==> src/rtl/uart_pkg.sv <==
// Shared types for the UART receive path: FSM state encoding and a
// constant-function width helper used to size counters and pointers.
package uart_pkg;

  typedef enum logic [2:0] {
    IDLE,
    START,
    DATA,
    PARITY,
    STOP,
    BREAK
  } uart_state_t;

  // Number of bits needed to index n items (minimum 1).
  function automatic int clog2(input int n);
    int r;
    r = 1;
    while ((1 << r) < n) r++;
    return r;
  endfunction

endpackage

==> src/rtl/sync_fifo.sv <==
// Single-clock first-word-fall-through FIFO; head word is presented while
// !empty, and a push into a full FIFO is accepted only alongside a pop.
module sync_fifo
  import uart_pkg::*;
#(
  parameter int WIDTH = 8,
  parameter int DEPTH = 8
) (
  input  logic                    clk,
  input  logic                    reset,
  input  logic                    push,
  input  logic [WIDTH-1:0]        wr_data,
  input  logic                    pop,
  output logic [WIDTH-1:0]        rd_data,
  output logic                    empty,
  output logic                    full,
  output logic [clog2(DEPTH):0]   count
);

  localparam int AW = clog2(DEPTH);
  localparam logic [AW:0] DEPTH_W = (AW + 1)'(DEPTH);

  logic [WIDTH-1:0] mem [DEPTH];
  logic [AW-1:0]    wr_ptr;
  logic [AW-1:0]    rd_ptr;
  logic             do_push;
  logic             do_pop;

  assign empty   = (count == '0);
  assign full    = (count == DEPTH_W);
  assign do_pop  = pop & ~empty;
  assign do_push = push & (~full | do_pop);
  assign rd_data = empty ? '0 : mem[rd_ptr];

  always_ff @(posedge clk) begin
    if (do_push) mem[wr_ptr] <= wr_data;
  end

  // Pointers wrap on their own; count is tracked separately so full and
  // empty never need pointer comparison.
  always_ff @(posedge clk) begin
    if (!reset) begin
      wr_ptr <= '0;
      rd_ptr <= '0;
      count  <= '0;
    end else begin
      if (do_push) wr_ptr <= wr_ptr + 1'b1;
      if (do_pop)  rd_ptr <= rd_ptr + 1'b1;
      case ({do_push, do_pop})
        2'b10:   count <= count + 1'b1;
        2'b01:   count <= count - 1'b1;
        default: count <= count;
      endcase
    end
  end

endmodule

==> src/rtl/uart_rx_fifo.sv <==
// Oversampling UART receiver feeding a FWFT FIFO with sticky error flags
// and a level interrupt. Define UART_PARITY_EN to add the parity bit check.
module uart_rx_fifo
  import uart_pkg::*;
#(
  parameter int CLKS_PER_BIT = 16,
  parameter int DATA_BITS    = 8,
  parameter int DEPTH        = 8,
  parameter int IRQ_LEVEL    = 1
`ifdef UART_PARITY_EN
  , parameter bit PARITY_ODD = 1'b0
`endif
) (
  input  logic                   clk,
  input  logic                   reset,
  input  logic                   uart_rx,
  input  logic                   rd_en,
  output logic [DATA_BITS-1:0]   rd_data,
  output logic                   empty,
  output logic                   full,
  output logic [clog2(DEPTH):0]  count,
  output logic                   frame_err,
  output logic                   overrun,
  output logic                   parity_err,
  input  logic                   err_clr,
  output logic                   irq
);

  localparam int CW   = clog2(CLKS_PER_BIT);
  localparam int BW   = clog2(DATA_BITS);
  localparam int CNTW = clog2(DEPTH) + 1;
  localparam logic [CW-1:0]   CNT_LAST = CW'(CLKS_PER_BIT - 1);
  localparam logic [CW-1:0]   CNT_HALF = CW'(CLKS_PER_BIT / 2 - 1);
  localparam logic [BW-1:0]   BIT_LAST = BW'(DATA_BITS - 1);
  localparam logic [CNTW-1:0] IRQ_LVL  = CNTW'(IRQ_LEVEL);

  logic rx_meta, rxs;
  uart_state_t state, state_n;
  logic [CW-1:0] cnt, cnt_n;
  logic [BW-1:0] bit_idx, bit_n;
  logic [DATA_BITS-1:0] shift, shift_n;
  logic push_word, fe_set, ov_set;

  always_ff @(posedge clk) begin
    if (!reset) begin
      rx_meta <= 1'b1;
      rxs     <= 1'b1;
      state   <= IDLE;
      cnt     <= '0;
      bit_idx <= '0;
      shift   <= '0;
    end else begin
      rx_meta <= uart_rx;
      rxs     <= rx_meta;
      state   <= state_n;
      cnt     <= cnt_n;
      bit_idx <= bit_n;
      shift   <= shift_n;
    end
  end

`ifdef UART_PARITY_EN
  logic pe_set;
`endif

  always_comb begin
    state_n   = state;
    cnt_n     = cnt + 1'b1;
    bit_n     = bit_idx;
    shift_n   = shift;
    push_word = 1'b0;
    fe_set    = 1'b0;
`ifdef UART_PARITY_EN
    pe_set    = 1'b0;
`endif
    case (state)
      IDLE: begin
        cnt_n = '0;
        if (!rxs) state_n = START;
      end
      START: begin
        // A start bit that has gone high by mid-bit is a line glitch.
        if (cnt == CNT_HALF) begin
          cnt_n   = '0;
          bit_n   = '0;
          state_n = rxs ? IDLE : DATA;
        end
      end
      DATA: begin
        if (cnt == CNT_LAST) begin
          cnt_n   = '0;
          shift_n = {rxs, shift[DATA_BITS-1:1]};
          bit_n   = bit_idx + 1'b1;
          if (bit_idx == BIT_LAST) begin
`ifdef UART_PARITY_EN
            state_n = PARITY;
`else
            state_n = STOP;
`endif
          end
        end
      end
`ifdef UART_PARITY_EN
      PARITY: begin
        if (cnt == CNT_LAST) begin
          cnt_n   = '0;
          pe_set  = (rxs != ((^shift) ^ PARITY_ODD));
          state_n = STOP;
        end
      end
`endif
      STOP: begin
        if (cnt == CNT_LAST) begin
          cnt_n = '0;
          if (rxs) begin
            push_word = 1'b1;
            state_n   = IDLE;
          end else begin
            fe_set  = 1'b1;
            state_n = BREAK;
          end
        end
      end
      BREAK: begin
        // Hold here until the line returns high so a stuck-low line
        // cannot be mistaken for a stream of start bits.
        cnt_n = '0;
        if (rxs) state_n = IDLE;
      end
      default: begin
        cnt_n   = '0;
        state_n = IDLE;
      end
    endcase
  end

  // A push into a full FIFO survives only if the CPU pops in the same cycle.
  assign ov_set = push_word & full & ~rd_en;

  sync_fifo #(
    .WIDTH (DATA_BITS),
    .DEPTH (DEPTH)
  ) u_fifo (
    .clk     (clk),
    .reset   (reset),
    .push    (push_word),
    .wr_data (shift),
    .pop     (rd_en),
    .rd_data (rd_data),
    .empty   (empty),
    .full    (full),
    .count   (count)
  );

  // Sticky flags: a fresh error in the err_clr cycle wins over the clear.
  always_ff @(posedge clk) begin
    if (!reset) begin
      frame_err <= 1'b0;
      overrun   <= 1'b0;
      irq       <= 1'b0;
    end else begin
      frame_err <= fe_set | (frame_err & ~err_clr);
      overrun   <= ov_set | (overrun & ~err_clr);
      irq       <= (count >= IRQ_LVL) | frame_err | overrun | parity_err;
    end
  end

`ifdef UART_PARITY_EN
  always_ff @(posedge clk) begin
    if (!reset) parity_err <= 1'b0;
    else        parity_err <= pe_set | (parity_err & ~err_clr);
  end
`else
  assign parity_err = 1'b0;
`endif

endmodule

==> config.mk <==
export PLATFORM = sky130hd
export DESIGN_NAME = uart_rx_fifo
export DESIGN_NICKNAME = d
export VERILOG_FILES = /design/src/rtl/uart_pkg.sv /design/src/rtl/sync_fifo.sv /design/src/rtl/uart_rx_fifo.sv
export SDC_FILE = /design/constraint.sdc
export NUM_CORES = 1
export LEC_CHECK = 0
export CORE_AREA = 2 2 104 116
export CTS_CLUSTER_DIAMETER = 80
export CTS_CLUSTER_SIZE = 12
export DETAILED_ROUTE_END_ITERATION = 7
export DIE_AREA = 0 0 106 118
export DONT_BUFFER_PORTS = 1
export GPL_TIMING_DRIVEN = 0
export PLACE_DENSITY = 0.57
export SYNTH_ARGS = -nofsm -noshare
export SYNTH_HDL_FRONTEND = slang
export SYNTH_SLANG_ARGS = --single-unit
==> constraint.sdc <==
create_clock -name clk -period 3 [get_ports clk]
set_input_delay 0.3 -clock clk [delete_from_list [all_inputs] [get_ports clk]]
set_output_delay 0.3 -clock clk [all_outputs]
set_load 0.01 [all_outputs]
==> results list, run 1 <==
* Final core utilization: about two fifths
- Kind of start point of the critical path: register
* Starting DRC count in detailed routing: slightly below 90
* Slowest CP cell: sky130_fd_sc_hd__nor3b_2
- The multi-input combinational cells in the finished layout cover a total of 1440 µm².
* Number of nets still failing antenna checks after routing: 0
- Number of iterations in the first detailed-routing pass: 5
- Clock tree from TritonCTS: yes
- Effective utilization at floorplan: 36.5%
- Post-detailed-route DRC marker count: 0
* Number of warning messages in the yosys log: 0
* Post-Syn Nets: 316
- Synthesis inferred 100 register bits.
- Drt wl/cell: about 16 µm
- Setup violations remaining at the end of the flow were counted as 0.
- In this run the post-CTS setup repair buffer count came out at 0.
* Antenna diode count: 0
- Type of the worst setup path: reg2reg
* Cell row count: 41
- Std-Cell Core Area: approximately 11000 µm²
- DPL Wire Length: between 5 and 6 mm
- The clock passes through at most 2 buffers.
- The post-route netlist has between 10% and 20% of its cells at a drive strength greater than 1.
* Post-synthesis instance total: 303
- Final Wtd Congestion: between 0.7 and 0.8
* Final number of hold-violating endpoints: 0
- Registers take 2640 µm².
- Antenna violations before repair: 0
* Required time reported for the critical path endpoint: about 3.0 ns
- Pwr per Cell Area: between 500 and 600 nW/µm²
- Clock-pin slew was measured on the worst setup and hold paths at around 0.070 ns.
- The worst path uses a little over nine tenths of the clock period.
- Traced cell by cell, the critical path runs through inv_1, ha_1, nor4bb_1, nor3_2, nand2_1, nor3b_2.
- Die height: 118 µm
* Static leakage power: ~1.5 nW
- Across the run, the number of max-cap violations was 0.
- CP peak stage delay: 0.72 ns
- Worst skew pair latency: 0.34 ns
* Layout-stage area growth over the synthesis result: 13.0%
- Setup repair after global routing could not meet its margin everywhere.
- During I/O placement, the number of pins put on the boundary was 23.
- After the last flow step, the layout net total stands at 331.
- Port buffering added 0 buffers.
- Cell area after synthesis: about 4100 µm²
- The max-slew violation count is 0.
- The H-tree was split into 3 levels.
* Top-area cell type share of the netlist area: ~46%
- Status: finished, final reports clean
- Clock tree skew after final layout: 0.0111 ns
- The first global-routing pass estimated 13.0 mm of wire.
- Data on the critical path arrives at its endpoint at about 2.8 ns.
* Die width: ~110 µm
- After detailed routing, the total wire length is around 7.8 mm.
- Entering global routing, the biggest net connects 19 pins.
- Hold Slack: 0.0324 ns
- The worst-case IR drop observed on VDD is around 0.35 mV.
- Via count of the first global-routing pass: 2447
- After layout, the minimum clock period comes to between 2 and 3 ns.
- Root Buffer Master: sky130_fd_sc_hd__clkbuf_16
- Worst rel slew slack: around 44%
* Clk sink count: 100
* Synth top area cells: sky130_fd_sc_hd__edfxtp_1, sky130_fd_sc_hd__dfxtp_1, sky130_fd_sc_hd__mux4_2
- Static timing analysis puts the maximum clock frequency at about 350 MHz.
- The synthesized design contains 64 enable-type register cells.
- A synthesized cell averages 13.7 µm².
- Async SR Flop Fraction: 0%
* Gr usage total: a little over an eighth
- The biggest area contributor in the post-synthesis netlist is sky130_fd_sc_hd__edfxtp_1.
- In the routed layout, each cell is associated on average with a via count of between 5 and 6.
- Slew at the pin closest to its max-slew limit: ~0.84 ns
* Via count: ~2400
* Min-Delay Path Class: in2reg
- Sequential area share after synthesis: 63.9%
- STA classifies the critical path endpoint as a register.
- The filler cells instantiated in the layout total around 1100.
- Most frequently used flop master after synthesis: sky130_fd_sc_hd__edfxtp_1
- Clock tree synthesis inserted a total of 9 buffers.
- The die covers ~13000 µm².
* Critical-path maximum fanout: 8
* Global route overflow: 0
- The synthesized netlist contains between 40 and 50 unique library cells.
cells in the mapped netlist (2+ instances only):
library cell / number
sky130_fd_sc_hd__nor2_1: 26
sky130_fd_sc_hd__a21oi_1: 19
sky130_fd_sc_hd__nand4_1: 2
sky130_fd_sc_hd__or3_1: 2
sky130_fd_sc_hd__nor3b_1: 2
sky130_fd_sc_hd__nor4_1: 2
sky130_fd_sc_hd__inv_1: 6
sky130_fd_sc_hd__mux4_2: 16
sky130_fd_sc_hd__nor3_1: 4
sky130_fd_sc_hd__xor2_1: 4
sky130_fd_sc_hd__edfxtp_1: 64
sky130_fd_sc_hd__a211oi_1: 2
sky130_fd_sc_hd__mux2i_1: 14
sky130_fd_sc_hd__nand2_1: 33
sky130_fd_sc_hd__or3b_2: 3
sky130_fd_sc_hd__nor4b_1: 2
sky130_fd_sc_hd__nand3_1: 7
sky130_fd_sc_hd__buf_2: 6
sky130_fd_sc_hd__clkbuf_1: 5
sky130_fd_sc_hd__xnor2_1: 2
sky130_fd_sc_hd__buf_1: 3
sky130_fd_sc_hd__ha_1: 8
sky130_fd_sc_hd__o21ai_0: 2
sky130_fd_sc_hd__dfxtp_1: 36
sky130_fd_sc_hd__nand3b_1: 2
sky130_fd_sc_hd__nand2b_1: 8
cell families after synthesis:
family / after synthesis / synth area share, %
AOI/OAI and AO/OA: 31 / 4.60
xor gates and xnor gates: 6 / 1.27
adders and majority gates: 8 / 2.42
buffers and inverters: 22 / 2.27
DFF: 100 / 63.9
muxes: 30 / 12.1
other: 1 / 0.0906
and+or+nand+nor: 105 / 13.4
sequential cells by signal, indices dropped and copies added (netlist names), 3 cells and up, named ones only:
| signal | cells |
|---|---|
| state | 3 |
| u_fifo.rd_ptr | 3 |
| u_fifo.count | 4 |
| shift | 8 |
| u_fifo.mem | 64 |
| u_fifo.wr_ptr | 3 |
| bit_idx | 3 |
| cnt | 4 |
report_power, final:
group	switching, mW	leakage, nW	internal [mW]
Sequential	0.0112	0.883	1.46
Combinational	0.0698	0.505	0.0532
Clock	0.514	0.136	0.579
Total	0.595	1.52	2.09
path summary, 6_finish.rpt:
check                                      from          endpoint  slack, ns  depth (start not counted)
worst min-delay path                      reset           rx_meta       0.03                          1
worst min register to register          rx_meta               rxs       0.42                          1
worst max register to register  u_fifo.count[0]  u_fifo.mem[5][2]       0.15                          6
worst max-delay path            u_fifo.count[0]  u_fifo.mem[5][2]       0.15                          6
critical path, delay by kind of cell (launching register included):
kind                       cells  cell delay, ns
buffers and inverters          1            0.10
and+or+nand+nor                4            1.62
DFF                            1            0.50
adders and majority gates      1            0.25
what timing repair did:
| action | 4_1_cts | 5_1_grt |
|---|---|---|
| pin swaps | 0 | 0 |
| cloned | 0 | 0 |
| gates resized for setup | 1 | 1 |
| hold endpoints to repair | 0 | 0 |
| hold buffers | 0 | 0 |
| setup endpoints to repair | 8 | 29 |
cell usage in the layout, fill, tap and decap left out, types with 3 or more instances in the layout:
cell / instances
sky130_fd_sc_hd__edfxtp_1: 64
sky130_fd_sc_hd__dfxtp_1: 36
sky130_fd_sc_hd__nand2_1: 33
sky130_fd_sc_hd__nor2_1: 26
sky130_fd_sc_hd__a21oi_1: 19
sky130_fd_sc_hd__mux4_2: 16
sky130_fd_sc_hd__mux2i_1: 14
sky130_fd_sc_hd__clkbuf_16: 9
sky130_fd_sc_hd__nand2b_1: 8
sky130_fd_sc_hd__ha_1: 8
sky130_fd_sc_hd__nand3_1: 7
sky130_fd_sc_hd__inv_1: 6
sky130_fd_sc_hd__buf_2: 6
sky130_fd_sc_hd__clkbuf_1: 6
sky130_fd_sc_hd__buf_4: 5
sky130_fd_sc_hd__xor2_1: 4
sky130_fd_sc_hd__buf_1: 3
sky130_fd_sc_hd__nor3_2: 3
sky130_fd_sc_hd__or3b_2: 3
sky130_fd_sc_hd__inv_6: 3
routing by layer:
| metal | global-route usage (%) | part of all wire (%) | wire, µm | vias up |
|---|---|---|---|---|
| met5 | 0 | 0 | 0 | - |
| met4 | 3.70 | 0 | 0 | 0 |
| met3 | 4.26 | 3.7 | 289 | 0 |
| met2 | 21.7 | 49 | 3830 | 46 |
| met1 | 18.3 | 47 | 3670 | 1200 |
| li1 | - | - | - | 1164 |
through the flow:
stage	total power [mW]	TNS (ns)	setup slack [ns]	cells	area (µm²)
CTS	2.72	0	0.0963	473	4670
global placement	1.62	-25.24	-0.743	453	4330
global route	2.80	-1.31	-0.0890	473	4680
detailed placement	1.62	-1.37	-0.171	457	4380
finish	2.68	0	0.145	473	4680
floorplan	1.60	0	0.179	303	4140
area by class of cell:
| class | instances | area share (%) |
|---|---|---|
| multi-input combinational | 181 | 30.8 |
| tap | 150 | 4.01 |
| timing repair buffer | 4 | 0.642 |
| inverter | 7 | 0.562 |
| clock buffer | 10 | 4.90 |
| buffer | 15 | 1.44 |
| clock inverter | 6 | 1.15 |
| sequential | 100 | 56.5 |
Note: power is estimated with default switching activity, not from simulation.
==> run 2: changes to the inputs <==
Settings changed: CORE_AREA 2 2 104 116 to 2 2 106 118, DIE_AREA 0 0 106 118 to 0 0 108 120, SYNTH_HIERARCHICAL from default to 1.
==> run 2 against run 1 <==
Total power increased by 32%. Critical path depth increased by 7. Maximum frequency increased by 3.3%. Critical endpoint is now u_fifo/count[3]. Highest routed layer is now met4.
==> results list, run 2 <==
* First-pass GRT wire length: 12.2 mm (-5.5%)
- IO Port Bufs: 0 (unchanged)
- Setup repair after global routing left no endpoint under its margin.
- Final instance count without filler cells: 469 (-0.85%)
* Slew at the pin closest to its max-slew limit: 0.898 ns (+0.0604 ns)
* Least setup slack across all paths after layout: 0.236 ns (+0.0915 ns)
- Clock tree skew after final layout: 0.00980 ns (-0.00134 ns)
- Top-count cell post-synth: sky130_fd_sc_hd__edfxtp_1
- The xor and xnor area share after synthesis came to 1.84% (+0.57 points).
* Data arrival time of the critical path: 2.99 ns (+0.17 ns)
- Final core utilization: 40.6% (-0.65 points)
- The proportion of layout cells with a drive suffix above 1 is 20.0% (+1.4 points).
- The detailed-placement wirelength estimate is 5.04 mm (-5.6%).
- Antenna diode count: 0 (unchanged)
- Setup slack at placement: -0.286 ns (-0.115 ns)
* Cell row count: 42 (+2.4%)
- The total area of multi-input combinational cells is 1550 µm² (+7.8%).
- The number of warning messages in the yosys log came to 6 (+6).
- Status: finished, final reports clean
* Total Wirelength: 7.57 mm (-2.8%)
- Via count: 2364 (-1.9%)
- The DRC violation count after routing came to 0 (unchanged).
- Startpoint of the worst-slack reg-to-reg timing path: cnt[0]
* Filler instances: 1122 (+4.6%)
- The remaining antenna violation count after routing was 0 (unchanged).
* Number of flip-flops in the largest register: 64 (unchanged)
- Main combinational cell family by area after synthesis: multiplexers
- Pwr per Cell Area: 737 nW/µm² (+28%)
* Clk pin slew, worst setup/hold paths: 0.07 ns (about the same)
- Async SR Flop Fraction: 0% (unchanged)
- The largest net degree at the start of global routing is 20 (+1).
* Fraction of synthesized area in multiplexers: 13.5% (+1.4 points)
* Clk sink count: 100 (unchanged)
- The post-synthesis cell area was 4290 µm² (+3.8%).
- Min-Delay Path Class: in2reg
- Post-route cell area: 4800 µm² (+2.6%)
- Most common library cells after synthesis: sky130_fd_sc_hd__edfxtp_1, sky130_fd_sc_hd__dfxtp_1, sky130_fd_sc_hd__nor2_1
- Area used by sequential logic in the layout: 2640 µm² (unchanged)
- The achievable clock frequency came to 362 MHz (+3.3%).
- H-tree depth reported by CTS: 3 (unchanged)
- For this design, the slowest cell found on the critical path is sky130_fd_sc_hd__dfxtp_1.
- Drt wl/cell: 16.1 µm (-2.0%)
* Hold Slack: 0.0423 ns (+0.00989 ns)
- CP delay by family, top: compound AO/OA/AOI/OAI gates
- The die outline width was 108 µm (+1.9%).
- Die height: 120 µm (+1.7%)
- Global route overflow: 0 (unchanged)
- In the layout the commonest cells are sky130_fd_sc_hd__edfxtp_1, sky130_fd_sc_hd__dfxtp_1, sky130_fd_sc_hd__nor2_1.
- The total power was 3.54 mW (+32%).
- The library cell used most frequently in the layout, excluding fill and tap cells, is sky130_fd_sc_hd__edfxtp_1.
* Largest registers: u_fifo/mem x64, shift x8
- The synthesized-area fraction occupied by ao, oa, aoi and oai cells is 5.97% (+1.4 points).
- The initial core utilization is 36.3% (-0.18 points).
- Final setup TNS: 0 ns (unchanged)
- Startpoint of the worst hold path: reset
- The area share of fa/ha/maj cells after synthesis is 2.51% (+0.087 points).
* Depth of the most critical reg-to-reg path: 13 (+7)
- Traced cell by cell, the critical path runs through ha_2, nand3_2, nor3_2, and2_1, clkbuf_4, inv_1, nand2b_1, inv_1, ha_1, a21oi_1, a211o_1, a32o_1, o21a_1.
* Final Wtd Congestion: 0.705 (-5.3%)
- Number of buffers on the longest clock path: 2 (unchanged)
* Instance count along the most critical hold path: 1 (unchanged)
* Top-area cell type share of the netlist area: 44.8% (-1.7 points)
- The mean post-synth cell area is 14.4 µm² (+5.2%).
- The worst hold path terminates at rxs.
- Worst rel slew slack: 39.9% (-4.0 points)
* Number of max-slew violations in the final report: 0 (unchanged)
- Cell total after placement: 453 (-0.88%)
- The count of buffer and inverter cells on the critical path is 3 (+2).
- Worst skew pair latency: 0.34 ns (about the same)
* Critical-path maximum fanout: 7 (-1)
* Number of distinct library cells after synthesis: 55 (+12%)
- STA classifies the critical path startpoint as a register.
* Via density: 5.04 (-1.1%)
* Most frequently used flop master after synthesis: sky130_fd_sc_hd__edfxtp_1
- Required time reported for the critical path endpoint: 3.23 ns (+0.26 ns)
* Number of iterations in the first detailed-routing pass: 4 (-1)
- The number of violations of the max-capacitance limit is 0 (unchanged).
- The count of final hold-check violations came to 0 (unchanged).
* Number of ports placed on the die boundary: 23 (unchanged)
* Synth top area cells: sky130_fd_sc_hd__edfxtp_1, sky130_fd_sc_hd__dfxtp_1, sky130_fd_sc_hd__mux4_2
- Cts bufs inserted: 9 (unchanged)
- The aggregate global-route resource usage came to 12.4% (-1.3 points).
* Static leakage power: 1.63 nW (+6.9%)
* Antenna violations before repair: 0 (unchanged)
- Starting DRC count in detailed routing: 87 (-2.2%)
- The via count of the first global-routing pass came to 2353 (-3.8%).
- The synthesized instance count was 299 (-1.3%).
- Die area: 13000 µm² (+3.6%)
- STA classifies the critical path endpoint as a register.
- Root Buffer Master: sky130_fd_sc_hd__clkbuf_16
- Count of flip-flops with a built-in enable after synthesis: 64 (unchanged)
- Post-Syn Nets: 312 (-1.3%)
* Worst reg2reg endpoint: u_fifo/count[3]
- CP peak stage delay: 0.36 ns (-0.36 ns)
- Final setup violating endpoints: 0 (unchanged)
- TritonCTS built the clock tree.
* Min Clock Period, post-route: 2.76 ns (-0.0915 ns)
- Maximum ir drop on the vdd rail: 0.558 mV (+62%)
- The worst reg-to-reg setup slack is 0.24 ns (+0.09 ns).
- The critical path is of the reg2reg type.
- Post-Place Cell Area: 4490 µm² (+2.3%)
- The area fraction in and, or, nand and nor cells after synthesis came to 11.8% (-1.6 points).
* Number of flip-flops and latches in the synthesized netlist: 100 (unchanged)
- Register with the highest flop count: u_fifo/mem
* Layout-stage area growth over the synthesis result: 11.8%
- Final net count: 323 (-2.4%)
- sky130_fd_sc_hd__edfxtp_1 takes more of the synthesized area than any other cell.
- Sequential area share after synthesis: 61.5% (-2.3 points)
- The cell that appears most often on the critical path is sky130_fd_sc_hd__inv_1.
* Std-Cell Core Area: 11800 µm² (+4.3%)
- Final cycle utilization of the critical path: 92.1% (-3.0 points)
[run 2: final cells by class]
class / count / area share (%)
buffer: 17 / 2.08
clock buffer: 9 / 4.69
clock inverter: 7 / 1.36
inverter: 6 / 0.469
multi-input combinational: 176 / 32.3
sequential: 100 / 55.0
tap: 154 / 4.01
[run 2: repair_timing]
action	4_1_cts	5_1_grt
endpoints found under the setup margin	24	25
buffers inserted	0	0
hold buffers	0	0
pin swaps	0	1
resized for setup	3	6
[run 2: logic make-up (layout without fill, tap and decap cells)]
group | count (synthesis) | in the layout
xor+xnor | 9 | 9
buf+inv | 23 | 39
flops | 100 | 100
compound gates | 31 | 31
mux | 38 | 38
fa+ha+maj | 8 | 8
simple gates | 89 | 89
other cells | 1 | 1
[run 2: how the worst max path moves through the flow]
| stage | start | slack (ns) | depth (start not counted) | end |
|---|---|---|---|---|
| 2_1_floorplan | cnt[0] | 0.36 | 13 | u_fifo/count[3] |
| 3_3_place_gp | cnt[0] | -0.27 | 8 | u_fifo/mem[0][5] |
| 3_5_place_dp | cnt[0] | -0.29 | 8 | u_fifo/mem[0][5] |
| 4_1_cts | cnt[0] | 0.04 | 13 | u_fifo/count[3] |
| 5_1_grt | cnt[0] | 0.03 | 13 | u_fifo/count[3] |
| 6_report | cnt[0] | 0.24 | 13 | u_fifo/count[3] |
[run 2: power breakdown]
part | internal [mW] | leakage (nW) | total [mW] | switching (mW)
Clock | 0.586 | 0.146 | 1.11 | 0.527
Combinational | 0.389 | 0.600 | 0.871 | 0.482
Sequential | 1.49 | 0.884 | 1.56 | 0.0619
Total | 2.47 | 1.63 | 3.54 | 1.07
[run 2: metal layers]
layer	vias to the layer above	routed length, µm	track usage (%)
li1	1142	-	-
met1	1172	3490	16.2
met2	46	3680	20.4
met3	4	364	3.86
met4	0	31	2.40
met5	-	0	0
